==> src/rtl/round_if.sv <==
// Game-round bus between the round master and the hit detector.
// Carries the start level, verdicts, round strobe, target and score outputs.
interface round_if #(
  parameter int SCORE_W = 8
);
  logic               start;
  logic               hit;
  logic               miss;
  logic               freq;
  logic [7:0]         LED;
  logic [SCORE_W-1:0] score;
  logic [3:0]         lives_left;
  logic               game_over;
  logic [2:0]         state_out;

  modport master (
    input  start,
    input  hit,
    input  miss,
    output freq,
    output LED,
    output score,
    output lives_left,
    output game_over,
    output state_out
  );

  modport slave (
    output start,
    output hit,
    output miss,
    input  freq,
    input  LED,
    input  score,
    input  lives_left,
    input  game_over,
    input  state_out
  );
endinterface

==> src/rtl/round_master.sv <==
// Game-round initiator: lights a random one-hot target each round,
// collects hit/miss verdicts, keeps score and lives, declares game over.
module round_master #(
  parameter int ROUND_CYCLES = 100000000,
  parameter int GAP_CYCLES   = 25000000,
  parameter int LIVES        = 3,
  parameter int SCORE_W      = 8
) (
  input  logic     clk,
  input  logic     rst,
  round_if.master  bus
);

  localparam int MAXC =
    (ROUND_CYCLES + 2 > GAP_CYCLES) ? ROUND_CYCLES + 2 : GAP_CYCLES;
  localparam int CW = $clog2(MAXC) + 1;

  localparam logic [CW-1:0] GAP_END = CW'(GAP_CYCLES - 1);
  localparam logic [CW-1:0] RND_END = CW'(ROUND_CYCLES + 1);
  localparam logic [3:0]    LIVES_I = 4'(LIVES);
  localparam logic [SCORE_W-1:0] SMAX = {SCORE_W{1'b1}};

  typedef enum logic [2:0] {
    S_IDLE    = 3'd0,
    S_GAP     = 3'd1,
    S_ARM     = 3'd2,
    S_ACTIVE  = 3'd3,
    S_RESOLVE = 3'd4,
    S_OVER    = 3'd5
  } state_e;

  state_e             state_q, state_d;
  logic [CW-1:0]      cnt_q, cnt_d;
  logic [15:0]        lfsr_q, lfsr_d;
  logic [2:0]         prev_q, prev_d;
  logic [7:0]         led_q, led_d;
  logic               hseen_q, hseen_d;
  logic               mseen_q, mseen_d;
  logic               miss_d_q;
  logic [SCORE_W-1:0] score_q, score_d;
  logic [3:0]         lives_q, lives_d;

  logic [2:0]         idx_raw, idx;
  logic               miss_rise;
  logic [3:0]         lives_dec;
  logic               freq;
  logic [7:0]         led;
  logic               go;

  assign lfsr_d = lfsr_q[0] ? ((lfsr_q >> 1) ^ 16'hB400)
                            : (lfsr_q >> 1);

  // Bump the candidate so the same target never lights twice in a row
  assign idx_raw = lfsr_q[2:0];
  assign idx = (idx_raw == prev_q) ? idx_raw + 3'd1 : idx_raw;

  assign miss_rise = bus.miss & ~miss_d_q;
  assign lives_dec = (lives_q == 4'd0) ? 4'd0 : lives_q - 4'd1;

  always_comb begin
    state_d = state_q;
    cnt_d   = cnt_q;
    prev_d  = prev_q;
    led_d   = led_q;
    hseen_d = hseen_q;
    mseen_d = mseen_q;
    score_d = score_q;
    lives_d = lives_q;
    freq    = 1'b0;
    led     = 8'd0;
    go      = 1'b0;
    unique case (state_q)
      S_IDLE, S_OVER: begin
        go = (state_q == S_OVER);
        if (bus.start) begin
          score_d = '0;
          lives_d = LIVES_I;
          cnt_d   = '0;
          state_d = S_GAP;
        end
      end
      S_GAP: begin
        cnt_d = cnt_q + CW'(1);
        if (cnt_q == GAP_END) begin
          cnt_d   = '0;
          state_d = S_ARM;
        end
        // A flip with the light off costs a life
        if (miss_rise) begin
          lives_d = lives_dec;
          if (lives_dec == 4'd0) state_d = S_OVER;
        end
      end
      S_ARM: begin
        freq    = 1'b1;
        led     = 8'd1 << idx;
        led_d   = 8'd1 << idx;
        prev_d  = idx;
        hseen_d = 1'b0;
        mseen_d = 1'b0;
        cnt_d   = '0;
        state_d = S_ACTIVE;
      end
      S_ACTIVE: begin
        led   = led_q;
        cnt_d = cnt_q + CW'(1);
        if (bus.hit)   hseen_d = 1'b1;
        if (miss_rise) mseen_d = 1'b1;
        if (cnt_q == RND_END) state_d = S_RESOLVE;
      end
      S_RESOLVE: begin
        led   = led_q;
        cnt_d = '0;
        if (!(mseen_q | miss_rise) && (hseen_q | bus.hit)) begin
          score_d = (score_q == SMAX) ? score_q
                                      : score_q + SCORE_W'(1);
          state_d = S_GAP;
        end else begin
          lives_d = lives_dec;
          state_d = (lives_dec == 4'd0) ? S_OVER : S_GAP;
        end
      end
      default: state_d = S_IDLE;
    endcase
  end

  always_ff @(posedge clk or posedge rst) begin
    if (rst) begin
      state_q  <= S_IDLE;
      cnt_q    <= '0;
      lfsr_q   <= 16'hACE1;
      prev_q   <= 3'd0;
      led_q    <= 8'd0;
      hseen_q  <= 1'b0;
      mseen_q  <= 1'b0;
      miss_d_q <= 1'b0;
      score_q  <= '0;
      lives_q  <= 4'd0;
    end else begin
      state_q  <= state_d;
      cnt_q    <= cnt_d;
      lfsr_q   <= lfsr_d;
      prev_q   <= prev_d;
      led_q    <= led_d;
      hseen_q  <= hseen_d;
      mseen_q  <= mseen_d;
      miss_d_q <= bus.miss;
      score_q  <= score_d;
      lives_q  <= lives_d;
    end
  end

  assign bus.freq       = freq;
  assign bus.LED        = led;
  assign bus.score      = score_q;
  assign bus.lives_left = lives_q;
  assign bus.game_over  = go;
  assign bus.state_out  = state_q;

endmodule
==> src/flat_wrapper.sv <==
// flat-port wrapper written by rule: the top's interface ports become plain ports
module round_master_flat 
#(
  parameter int ROUND_CYCLES = 100000000,
  parameter int GAP_CYCLES   = 25000000,
  parameter int LIVES        = 3,
  parameter int SCORE_W      = 8
)
  (clk, rst, bus_start, bus_hit, bus_miss, bus_freq, bus_LED, bus_score, bus_lives_left, bus_game_over, bus_state_out);
  round_if #(.SCORE_W(SCORE_W)) bus_i ();
  input  logic clk;
  input  logic rst;
  input wire logic [$bits(bus_i.start)-1:0] bus_start;
  input wire logic [$bits(bus_i.hit)-1:0] bus_hit;
  input wire logic [$bits(bus_i.miss)-1:0] bus_miss;
  output wire logic [$bits(bus_i.freq)-1:0] bus_freq;
  output wire logic [$bits(bus_i.LED)-1:0] bus_LED;
  output wire logic [$bits(bus_i.score)-1:0] bus_score;
  output wire logic [$bits(bus_i.lives_left)-1:0] bus_lives_left;
  output wire logic [$bits(bus_i.game_over)-1:0] bus_game_over;
  output wire logic [$bits(bus_i.state_out)-1:0] bus_state_out;
  assign bus_i.start = bus_start;
  assign bus_i.hit = bus_hit;
  assign bus_i.miss = bus_miss;
  assign bus_freq = bus_i.freq;
  assign bus_LED = bus_i.LED;
  assign bus_score = bus_i.score;
  assign bus_lives_left = bus_i.lives_left;
  assign bus_game_over = bus_i.game_over;
  assign bus_state_out = bus_i.state_out;
  round_master #(.ROUND_CYCLES(ROUND_CYCLES), .GAP_CYCLES(GAP_CYCLES), .LIVES(LIVES), .SCORE_W(SCORE_W)) u_core (.clk(clk), .rst(rst), .bus(bus_i));
endmodule
==> config.mk <==
export PLATFORM = sky130hd
export DESIGN_NAME = round_master_flat
export DESIGN_NICKNAME = d
export VERILOG_FILES = /design/src/rtl/round_if.sv /design/src/rtl/round_master.sv /design/src/flat_wrapper.sv
export SDC_FILE = /design/constraint.sdc
export NUM_CORES = 1
export LEC_CHECK = 0
export ABC_AREA = 1
export CAP_MARGIN = 20
export CORE_ASPECT_RATIO = 1.1
export CORE_UTILIZATION = 40
export CTS_CLUSTER_SIZE = 14
export DETAILED_ROUTE_END_ITERATION = 8
export HOLD_SLACK_MARGIN = 0.02
export PLACE_DENSITY_LB_ADDON = 0.05
export SYNTH_ARGS = -nofsm -noshare
export SYNTH_HDL_FRONTEND = slang
export SYNTH_SLANG_ARGS = --single-unit
==> constraint.sdc <==
create_clock -name clk -period 2.5 [get_ports clk]
set_input_delay 0.5 -clock clk [delete_from_list [all_inputs] [get_ports clk]]
set_output_delay 0.5 -clock clk [all_outputs]
set_load 0.01 [all_outputs]
# After elaboration in Yosys (flattened, before gate mapping)
# Index checks and enable logic that the tools add are counted.
[totals] inputBits=5 regBits=73 out_inout_bits=25 elab_cells=84
[classes] n_eq_ne=17 n_shift=1 bitwise_logic=5 n_reduce_logical=18 n_addsub=4 muxes=29
[ops] operator="$pmux W28 S4" count=1
[ops] operator="$mux W28" count=2
[ops] operator="$pmux W8 S2" count=2
[ops] operator="$add A28 B1 Y28 const B" count=1
[ops] operator="$eq A28 B25 Y1 const B" count=1
[ops] operator="$eq A28 B27 Y1 const B" count=1
[ops] operator="$mux W3" count=8
[ops] operator="$mux W8" count=3
[ops] operator="$mux W16" count=1
[ops] operator="$mux W4" count=4
[ops] operator="$pmux W3 S5" count=1
[ops] operator="$pmux W4 S3" count=1
[ops] operator="$add A8 B1 Y8 const B" count=1
[ops] operator="$eq A8 B8 Y1 const B" count=1
[ops] operator="$logic_not A4 Y1" count=2
[ops] operator="$ne A2 B1 Y1 const B" count=4
[ops] operator="$ne A2 B2 Y1 const B" count=4
[ops] operator="$reduce_and A2 Y1" count=4
[ops] operator="$reduce_and A4 Y1" count=2
[ops] operator="$shl A1 B3 Y8 const A" count=1
[ops] operator="$eq A3 B2 Y1 const B" count=2
[ops] operator="$eq A3 B3 Y1 const B" count=2
[ops] operator="$reduce_or A2 Y1" count=3
[ops] operator="$mux W1" count=4
[ops] operator="other kinds (15)" count=18

# Logic depth before layout (Yosys ltp)
[depth] word_depth=7 depth_mapped=11 ltp_nobuf=11

# Worst setup path after synthesis
# OpenSTA, ideal clock, no wires.
[synth_path] kind="register to output" start="register u_core.lfsr_q[0]" end="output port bus_LED[0]" setup_slack_ns=0.504 n_path_buf=1 arrival_time_ns=1.496 path_stages_with_launch=9 path_cell_list="dfstp_2 -> buf_2 -> xnor2_2 -> nand3_1 -> nand2_1 -> o21ai_0 -> nor2_1 -> nand2_1 -> nand2_1"
[synth_via] elab_chain_cells=4
[synth_lines] element="start, declared" line_no="round_master.sv:34" source="logic [15:0] lfsr_q, lfsr_d;"
[synth_lines] element="start signal, assigned" line_no="round_master.sv:142" source="lfsr_q <= lfsr_d;"
[synth_lines] element="$add A3 B1 Y3 or $eq A3 B3 Y1 (tied branches)" line_no="round_master.sv:55" source="assign idx = (idx_raw == prev_q) ? idx_raw + 3'd1 : idx_raw;"
[synth_lines] element="$mux W3 (*)" line_no="round_master.sv:55"
[synth_lines] element="$shl A1 B3 Y8 (*)" line_no="round_master.sv:96" source="led = 8'd1 << idx;"
[synth_lines] element="$pmux W8 S2 (*)" line_no="round_master.sv:72" source="unique case (state_q)"
[synth_lines] element="end, declared" line_no="flat_wrapper.sv:17" source="output wire logic [$bits(bus_i.LED)-1:0] bus_LED;"
# Every way passes the cells marked *; elsewhere a longest branch is shown, timed or not.

# Worst setup path in the final report
[layout_path] start="register u_core.lfsr_q[0]" end="output port bus_LED[6]"
# The elaborated chain is that of the path after synthesis.

==> results.tsv <==
metric	value	unit
clk buf depth	2	
CP Launch Point	u_core.lfsr_q[0]	
commonest cells in the netlist	198 x nand2_1, 96 x nor2_1, 65 x dfrtp_1, 57 x inv_1, 37 x nand3_1	
Worst Setup Start Kind	register	
syn_nets	589	
Max Fclk	407	MHz
antenna cells	0	
# nets final	641	
NetSw	0.00109	W
share of post-route cells with drive strength above 1	0.138	
post-synthesis share of cell area spent on xor and xnor gates	0.0336	
Max Cap Viol	0	
Setup TNS	0	ps
Sequential Power Share	0.424	
worst hold path class	register to register	
Min-Delay Endpoint	u_core.lfsr_q[3]	
largest family of logic cells by synthesized area	simple AND/OR/NAND/NOR gates	
number of synthesized flops with an enable pin	0	
post-synthesis async set-or-reset flop share	1.00	
Pwr Density	644	mW/mm^2
initial antenna violation count	0	
CTS tree	yes	
Hold Path Depth	0	
post-synth cell types	36	
reg2reg end	u_core.cnt_q[6]	
sw frac	0.340	
CTS Root Cell	clkbuf_8	
Via Count	3837	
Area Growth Syn to Fin	20.2	%
Setup crit end kind	primary output	
Setup CP Type	register to primary output	
Worst Path Arrival	1960	ps
combinational share of power	0.256	
fill count	958	
Core ar.	0.00994	sq mm
post-synthesis cell count	580	
Detail Route Antenna Nets	0	
# setup viols final	0	
Synthesis Warnings	0	
unrepaired setup endpoints after global routing	true	
multiplexer share of the synthesized area	0	
Worst VDD drop	0.000311	V
hold_sp	u_core.lfsr_q[4]	
clock network power share	0.320	
Die Span Y	109	um
post-synthesis adder-cell area fraction	0.0121	
sequential-to-total area share from yosys stat	0.444	
internal power	0.00211	W
drt pass-1 iters	4	
Rel. slew slack	0.740	
Initial Utilization	0.416	
Clk Latency, worst-skew pair	350	ps
WP data required	2000	ps
Reg2Reg Depth	10	
final hold vios	0	
post-synthesis register bit count	73	
Post-route DRC	0	
largest net degree at the start of global routing	74	
Top FF cell, synth	dfrtp_1	
vias in the first global route	3864	
slew of the pin with the lowest slew margin	390	ps
first-pass GRT wire length	18000	um
Cell Area, Synth	0.00414	sq mm
most frequent cell after synthesis	nand2_1	
H-tree depth	3	
Mean Syn Cell Area	7.13	sq um
CTS clock-pin slew for the worst setup and hold paths	80	ps
DR iter-0 viols	164	
largest cells by area after synthesis	dfrtp_1 39%, nand2_1 18%, nor2_1 8.7%	
Setup Skew	9.61	ps
Crit Path Max Fanout	6	
Routed WL	10600	um
grt ovf	0	
hpwl dp	7650	um
CTS sink cnt	73	
area of placed instances	0.00465	sq mm
gr usage total	0.216	
final instance area	0.00497	sq mm
Core Rows	38	
reg2reg start	u_core.cnt_q[0]	
Wirelength per Cell	14.0	um
die footprint	0.0107	sq mm
# port buffers	29	
Die X	98.9	um
leakage power total	2.38	nW
max-slew violations	0	
Vias/cell	5.07	
top-level I/O count	30	
share of the synthesized area in the top cell type	0.393	
minimum clock period	2460	ps
Synth Area in Simple Gates	0.366	
flop2flop setup slack	370	ps
Synth Area in Compound Gates	0.0778	
Final GP Congestion	0.888	
area leader, netlist	dfrtp_1	
Num CTS Buffers	9	
fin crit share	0.982	
status	complete, no violations	
-- layout make-up --
cell class	count	area [sq um]	share of cell area
clock buffer	13	149	0.0299
sequential	73	1840	0.369
multi-input combinational	437	2130	0.428
timing repair buffer	48	405	0.0815
tap	120	150	0.0302
clock inverter	3	65.1	0.0131
inverter	63	236	0.0476
-- kinds of logic (layout without fill, tap and decap cells) --
family | Yosys count | in the layout
fa+ha+maj | 4 | 4
compound gates | 55 | 55
buf+inv | 70 | 127
xor+xnor | 15 | 15
simple gates | 363 | 363
flops | 73 | 73
-- metal layers --
metal,share of wire,GRT usage,routed length (um)
met3,0.032,0.0372,333
met2,0.48,0.364,5100
met5,0,0,0
met4,0.032,0.110,340
met1,0.45,0.270,4790
-- metrics by stage --
stage / setup WS, ps / total power (W) / instances / hold slack, ps / utilization
floorplan: 160 / 0.00188 / 580 / 331 / -
global placement: 97.3 / 0.00219 / 735 / 336 / 0.468
detailed placement: 65.9 / 0.00220 / 735 / 336 / 0.468
CTS: -140 / 0.00325 / 754 / 358 / 0.493
global route: -92.3 / 0.00341 / 757 / 356 / 0.500
finish: 44.8 / 0.00320 / 757 / 349 / 0.500
-- cells in the final DEF (no fill, tap or decap), types with 3 or more instances in the layout --
cell type	Yosys	layout
nor3_1	4	4
buf_4	1	18
xor2_1	11	11
o211ai_1	9	9
dfrtp_1	65	65
nor2_4	2	3
ha_1	4	3
clkbuf_2	0	7
nand2_2	4	12
o21ai_0	26	25
clkbuf_8	0	10
clkdlybuf4s50_1	0	21
inv_1	57	56
clkbuf_1	3	3
a21oi_1	9	8
inv_2	6	7
nand3_1	37	36
nand2_1	198	190
dfstp_2	8	8
nor2_2	2	6
nor2_1	96	91
nand4_1	14	14
o21ai_1	4	3
-- registers in the layout, summed over array words and instances (netlist names) --
register / count
u_core.bus.lives_left: 4
u_core.bus.score: 8
u_core.bus.state_out: 3
u_core.cnt_q: 28
u_core.hseen_q: 1
u_core.led_q: 8
u_core.lfsr_q: 16
u_core.miss_d_q: 1
u_core.mseen_q: 1
u_core.prev_q: 3
-- worst max-delay path, cell delays in order, from the launching register on --
cell and delay, ps:
dfstp_2 600, xnor2_4 160, nand3_4 160, nand2_2 120, o21ai_4 70, nor2_2 130, buf_4 110, nand2_1 60
nand2_1 70, clkbuf_2 130
-- worst max path at each step --
stage / endpoint / slack (ps) / cells past startpoint
2_1_floorplan: u_core.bus.lives_left[0] / 160 / 1
3_3_place_gp: bus_LED[0] / 100 / 8
3_5_place_dp: bus_LED[6] / 70 / 8
4_1_cts: bus_LED[6] / -140 / 8
5_1_grt: bus_LED[6] / -90 / 9
6_report: bus_LED[6] / 40 / 9
-- timing repair --
action	4_1_cts	5_1_grt
buffers inserted	3	3
gates resized for setup	13	37
endpoints found under the setup margin	8	8
hold buffers	0	0
pin swaps	4	7
-- power by group through the flow --
| stage | Clock, W | Sequential (W) | Combinational, W |
|---|---|---|---|
| after global routing | 0.00110 | 0.00137 | 0.000938 |
| after floorplan | 0 | 0.00137 | 0.000513 |
| final | 0.00102 | 0.00136 | 0.000820 |
| after CTS | 0.00106 | 0.00136 | 0.000829 |
| after detailed placement | 0 | 0.00138 | 0.000825 |
| after global placement | 0 | 0.00138 | 0.000817 |
Power figures use the tool's default switching activity.
